<file path="src/rtl/serial_frame_tx.sv">
// serial_frame_tx: framed serial transmitter. A parallel word accepted on a
// valid/ready handshake goes out LSB first as start bit, data bits, optional
// parity bit and stop bit. Each bit is held for CLKS_PER_BIT cycles and the
// line idles high. Every output is a register.
module serial_frame_tx #(
  parameter int DATA_W       = 8,
  parameter int CLKS_PER_BIT = 4,
  parameter int PARITY_EN    = 1,
  parameter int PARITY_ODD   = 0
) (
  input  logic              clk,
  input  logic              rst,
  input  logic [DATA_W-1:0] tx_data,
  input  logic              tx_valid,
  output logic              tx_ready,
  output logic              tx_out,
  output logic              busy,
  output logic              done
);

  localparam int CNT_W = (CLKS_PER_BIT > 1) ? $clog2(CLKS_PER_BIT) : 1;
  localparam int BIT_W = (DATA_W > 1) ? $clog2(DATA_W) : 1;
  localparam logic [CNT_W-1:0] PER_LAST = CNT_W'(CLKS_PER_BIT - 1);
  // Period count one before the last; only reached when CLKS_PER_BIT > 1.
  localparam logic [CNT_W-1:0] PER_PEN  = CNT_W'((CLKS_PER_BIT > 1) ? (CLKS_PER_BIT - 2) : 0);
  localparam logic [BIT_W-1:0] BIT_LAST = BIT_W'(DATA_W - 1);
  // With one-cycle bits, the stop bit's first cycle is also its last.
  localparam logic STOP_DONE_AT_ENTRY = (CLKS_PER_BIT == 1);

  typedef enum logic [2:0] {
    ST_IDLE   = 3'd0,
    ST_START  = 3'd1,
    ST_DATA   = 3'd2,
    ST_PARITY = 3'd3,
    ST_STOP   = 3'd4
  } state_t;

  // Parity bit for a word: even parity by default, inverted for odd parity.
  function automatic logic frame_parity(input logic [DATA_W-1:0] word);
    return (^word) ^ (PARITY_ODD != 0);
  endfunction

  state_t            state_r;
  logic [DATA_W-1:0] shift_r;
  logic              par_r;
  logic [CNT_W-1:0]  per_cnt_r;
  logic [BIT_W-1:0]  bit_cnt_r;
  logic              tx_out_r;
  logic              done_r;
  logic              ready_r;
  logic              busy_r;

  logic [DATA_W-1:0] shift_dn_s;
  logic              per_last_s;
  logic              bit_last_s;

  assign shift_dn_s = shift_r >> 1;
  assign per_last_s = (per_cnt_r == PER_LAST);
  assign bit_last_s = (bit_cnt_r == BIT_LAST);

  assign tx_ready = ready_r;
  assign tx_out   = tx_out_r;
  assign busy     = busy_r;
  assign done     = done_r;

  // Frame FSM: sequences the bits, runs both counters and loads each output
  // register with its value for the following cycle.
  always_ff @(posedge clk) begin
    if (rst) begin
      state_r   <= ST_IDLE;
      shift_r   <= '0;
      par_r     <= 1'b0;
      per_cnt_r <= '0;
      bit_cnt_r <= '0;
      tx_out_r  <= 1'b1;
      done_r    <= 1'b0;
      ready_r   <= 1'b1;
      busy_r    <= 1'b0;
    end else begin
      case (state_r)
        ST_IDLE: begin
          per_cnt_r <= '0;
          bit_cnt_r <= '0;
          done_r    <= 1'b0;
          if (tx_valid) begin
            shift_r  <= tx_data;
            par_r    <= frame_parity(tx_data);
            state_r  <= ST_START;
            tx_out_r <= 1'b0;
            ready_r  <= 1'b0;
            busy_r   <= 1'b1;
          end else begin
            tx_out_r <= 1'b1;
            ready_r  <= 1'b1;
            busy_r   <= 1'b0;
          end
        end
        ST_START: begin
          if (per_last_s) begin
            per_cnt_r <= '0;
            state_r   <= ST_DATA;
            tx_out_r  <= shift_r[0];
          end else begin
            per_cnt_r <= per_cnt_r + CNT_W'(1);
          end
        end
        ST_DATA: begin
          if (per_last_s) begin
            per_cnt_r <= '0;
            if (bit_last_s) begin
              bit_cnt_r <= '0;
              if (PARITY_EN != 0) begin
                state_r  <= ST_PARITY;
                tx_out_r <= par_r;
              end else begin
                state_r  <= ST_STOP;
                tx_out_r <= 1'b1;
                done_r   <= STOP_DONE_AT_ENTRY;
              end
            end else begin
              bit_cnt_r <= bit_cnt_r + BIT_W'(1);
              shift_r   <= shift_dn_s;
              tx_out_r  <= shift_dn_s[0];
            end
          end else begin
            per_cnt_r <= per_cnt_r + CNT_W'(1);
          end
        end
        ST_PARITY: begin
          if (per_last_s) begin
            per_cnt_r <= '0;
            state_r   <= ST_STOP;
            tx_out_r  <= 1'b1;
            done_r    <= STOP_DONE_AT_ENTRY;
          end else begin
            per_cnt_r <= per_cnt_r + CNT_W'(1);
          end
        end
        ST_STOP: begin
          if (per_last_s) begin
            per_cnt_r <= '0;
            state_r   <= ST_IDLE;
            tx_out_r  <= 1'b1;
            done_r    <= 1'b0;
            ready_r   <= 1'b1;
            busy_r    <= 1'b0;
          end else begin
            per_cnt_r <= per_cnt_r + CNT_W'(1);
            done_r    <= (per_cnt_r == PER_PEN);
          end
        end
        default: begin
          state_r   <= ST_IDLE;
          per_cnt_r <= '0;
          bit_cnt_r <= '0;
          tx_out_r  <= 1'b1;
          done_r    <= 1'b0;
          ready_r   <= 1'b1;
          busy_r    <= 1'b0;
        end
      endcase
    end
  end

endmodule

</file>
<file path="config.mk">
export PLATFORM = sky130hd
export DESIGN_NAME = serial_frame_tx
export DESIGN_NICKNAME = d
export VERILOG_FILES = /design/src/rtl/serial_frame_tx.sv
export SDC_FILE = /design/constraint.sdc
export NUM_CORES = 1
export LEC_CHECK = 0
export CAP_MARGIN = 20
export CORE_UTILIZATION = 40
export CTS_BUF_LIST = sky130_fd_sc_hd__clkbuf_16
export DETAILED_ROUTE_END_ITERATION = 12
export HOLD_SLACK_MARGIN = 0.12
export PLACE_DENSITY = 0.7
export SYNTH_ARGS = -nofsm -noshare
export SYNTH_HDL_FRONTEND = slang
export SYNTH_SLANG_ARGS = --single-unit
</file>
<file path="constraint.sdc">
create_clock -name clk -period 1.4 [get_ports clk]
set_input_delay 0.28 -clock clk [delete_from_list [all_inputs] [get_ports clk]]
set_output_delay 0.28 -clock clk [all_outputs]
set_load 0.005 [all_outputs]
</file>
== Yosys cells after proc, flatten, opt, wreduce, memory -nomap -nowiden ==
Cells that the tools add are included.
Storage, ports and cells
  register bits after elaboration: 21
  output and inout port bits: 4
  input port bits: 11
Operators by class
  eq/ne operators: 15
  reduce and logical (&&, ||, !) cells: 16
  multiplexer cells: 26
  bitwise operators: 4
  add/subtract/negate cells: 2
Operators by type and width (number)
  $mux W3: 8
  $mux W8: 3
  $pmux W8 S2: 1
  $pmux W3 S5: 1
  $ne A2 B2 Y1 const B: 7
  $pmux W1 S3: 3
  $reduce_or A3 Y1: 3
  $mux W1: 8
  $reduce_and A2 Y1: 4
  $reduce_xor A8 Y1: 1
  $eq A3 B2 Y1 const B: 2
  $eq A3 B3 Y1 const B: 2
  $pmux W3 S2: 1
  $reduce_and A6 Y1: 1
  $eq A2 B2 Y1 const B: 2
  $not A1 Y1: 4
  $pmux W1 S4: 1
  $reduce_and A4 Y1: 1
  $reduce_or A2 Y1: 2
  $reduce_or A4 Y1: 1
  $add A3 B1 Y3 const B: 1
  $eq A3 B1 Y1 const B: 1
  $logic_not A3 Y1: 1
  $reduce_and A3 Y1: 1
  3 further kinds: 3

== Depth between registers and ports, before layout ==
  word-level depth: 4
  depth in mapped cells: 7
  gate-level depth less buffers: 6

== Least setup slack after synthesis ==
Ideal clock, no wire load.
  path type: register to register
  start point: reg bit_cnt_r[0]
  end point: reg shift_r[4]
  clock period less this slack: 1.493 ns
  slack: -0.093 ns
  library setup time: 0.079 ns
  arrival: 1.414 ns
  data required time: 1.321 ns
  stages on the path, launching flop included: 8
  cells stage by stage: dfxtp_1 > ha_1 > ha_1 > and3b_1 > o21a_2 > buf_6 > nor2_1 > a211oi_2
Between the ends
  longest elaborated chain between the ends: 3
RTL lines
  start: declaration: line 47  | logic [BIT_W-1:0] bit_cnt_r;
  start signal: assignment: line 121  | bit_cnt_r <= bit_cnt_r + BIT_W'(1);
  $eq A3 B3 Y1: line 59  | assign bit_last_s = (bit_cnt_r == BIT_LAST);
  $ne A2 B2 Y1 (no source line)
  $reduce_and A4 Y1 (no source line)
  end signal: assignment: line 86  | shift_r <= tx_data;
  end signal: assignment: line 122  | shift_r <= shift_dn_s;
  end: declaration: line 44  | logic [DATA_W-1:0] shift_r;
No other way between the ends.
A chain may end at the register's enable or synchronous reset.

== Worst setup path after layout ==
  start point: reg bit_cnt_r[0]
  end point: reg shift_r[0]
Same word-level chain as after synthesis.

==> reports/results.ini <==
[status]
status = finished, violations left
violations = negative setup slack

[pwr]
combPwrFrac_pct = 19.4
p_int_mw = 1.191
netSwitchingFraction_pct = 23.75
p_per_area_nw_per_um2 = 905.2
irDropWorstVdd_v = 0.0009065
power.share.sequential_pct = 42.2
clockPowerShare_pct = 38.4
leakage_nw = 0.6957
p_total_mw = 1.562
switchingPower_uw = 370.9

[critical_path]
crit_type = register to register
required_ns = 1.57
start_kind = register
arrival_ns = 1.66
crit_fanout = 5
cp-end-kind = register

[logic_synthesis]
postSynthCellCount = 114
synth-async-reset-ratio_pct = 0
synth-seq-cells = 21
synth_top_cell_by_area = dfxtp_1
syn_area_um2 = 1132
seq_area_frac_synth_pct = 37.13
yosys_warnings = 0
syn_nets = 129
synth_edf_count = 0
synthFlopType = dfxtp_1
ys_types = 38
avgSynthCellArea_um2 = 9.933
yosys-top-cells-area = dfxtp_1, mux2i_1, xnor2_1, ha_1, nor2_1
yosysTopAreaCellShare_pct = 37.13

[timing]
min_period_ns = 1.484
fmax_mhz = 674.1
period_share_pct = 106.0
worstMarginPinSlew_ns = 0.3222
finalSetupViolCount = 9
whs_ns = 0.4753
final.setup_skew_ns = 0.004668
slew_headroom_pct = 78.49
fin_ws_ns = -0.08357
rsz0062_at_grt = true
maxSlewViolCount = 0
hold_viol = 0

[cts]
cts_max_level = 1
cts_buffers = 3
cts_sinks = 21
clkTransAtPathRegs_ns = 0.06
worstSkewPairLatency_ns = 0.25
clk_path_buf_depth = 2
hold_buffers = 0
cts_tree = yes
cts_root_buf = clkbuf_16

[placed_design]
gp_congestion = 0.7679
dp_hpwl_mm = 1.934
placed_area_um2 = 1495
port_buffers = 14

[grt]
grt_first_pass_wirelength_mm = 4.616
antenna_found_initial = 0
grt_use_total_pct = 18.92
grt_pass1_vias = 1040
overflow = 0
grt_max_degree = 12

[final_layout]
area_growth_syn_to_layout_pct = 52.38
final_cell_area_um2 = 1725
fin_util_pct = 67.20
final_cell_mix = buf_4, dfxtp_1, clkdlybuf4s50_1
fin_nets = 172
layout-drive-gt1-share_pct = 42.95
nFillCells = 205
diodes = 0
mostFrequentLayoutCell = buf_4

[die]
die_y_um = 55.21
dieWidth_um = 55.21
core-area_um2 = 2567
initial_utilization_pct = 44.10
row_count = 18
io-pin-count = 15
dieArea_um2 = 3048

[job]
maxCapViolations = 0

[route]
drc_errors = 0
dr.pass1.iters = 6
routed_wl_mm = 2.782
drtIter0Drc = 16
vias = 1028
via_per_inst = 5.527
drt.antenna.violating_nets = 0
wl_per_cell_um = 14.96

[hold_path]
hold_class = register to register

-- worst max-delay path: stages, from the launching register on --
cell and delay, ns:
dfxtp_2 0.35, ha_4 0.14, ha_4 0.14, and3b_2 0.23, o21a_2 0.24, buf_4 0.14, a211oi_2 0.16
-- cells by family (layout without fill, tap and decap cells) --
logic type | Yosys count | in the layout | synth area share, %
simple gates | 34 | 34 | 18.12
compound gates | 25 | 26 | 17.13
flops | 21 | 21 | 37.13
mux | 11 | 11 | 9.835
buf+inv | 10 | 51 | 6.409
xor+xnor | 9 | 9 | 6.962
fa+ha+maj | 4 | 4 | 4.420
-- synth_stat cells, drive strengths merged (2+ instances only) --
master   number
nor2         15
a311oi        3
o2bb2ai       2
nand3         4
clkbuf        2
inv           2
mux2i        10
o21ai         2
buf           6
a21oi         6
xnor2         8
dfxtp        21
nand2b        3
ha            4
a211oi        7
-- power by group through the flow --
stage          logic [mW]  registers (mW)  clock network [mW]
3_3_place_gp        0.253           0.668                   0
6_report            0.304           0.659               0.600
5_1_grt             0.328           0.662               0.635
3_5_place_dp        0.261           0.669                   0
4_1_cts             0.279           0.656               0.616
2_1_floorplan       0.164           0.661                   0
-- worst paths after layout --
kind | end | slack, ns | startpoint | cells after the start
max | shift_r[0] | -0.08 | bit_cnt_r[0] | 6
min | done | 0.48 | done | 2
max reg2reg | shift_r[0] | -0.08 | bit_cnt_r[0] | 6
min reg2reg | done | 0.48 | done | 2
-- through the flow --
stage	cells	setup TNS, ns	setup WS [ns]
global placement	174	-1.643	-0.2055
detailed placement	174	-2.055	-0.2504
finish	186	-0.5940	-0.08357
CTS	182	-0.5668	-0.07339
floorplan	114	-0.01428	-0.006752
global route	186	-1.140	-0.1394
-- state kept, by name (all words and copies together), names as in the netlist --
name / flops
shift_r: 8
tx_out: 1
par_r: 1
tx_ready: 1
state_r: 3
busy: 1
done: 1
per_cnt_r: 2
bit_cnt_r: 3
-- cell type report --
cell class / count / area [µm²] / area share, %
Tap cell: 30 / 37.54 / 2.175
Inverter: 2 / 7.507 / 0.4351
Sequential cell: 21 / 426.7 / 24.73
Timing Repair Buffer: 45 / 389.1 / 22.55
Clock buffer: 3 / 75.07 / 4.351
Multi-Input combinational cell: 84 / 785.8 / 45.54
Clock inverter: 1 / 3.754 / 0.2175
-- routing by layer --
layer / GRT usage [%] / up-vias / part of all wire, %
met3: 5.855 / 8 / 4.1
met5: 0 / - / 0
met1: 20.55 / 495 / 39
met2: 34.60 / 24 / 55
li1: - / 501 / -
met4: 6.071 / 0 / 1.9
-- what timing repair did --
action	4_1_cts	5_1_grt
pin swaps	4	2
gates resized for setup	7	14
buffers inserted	3	3
cloned	1	1
setup endpoints to repair	12	17
No activity file was read; power rests on OpenSTA's default activity.
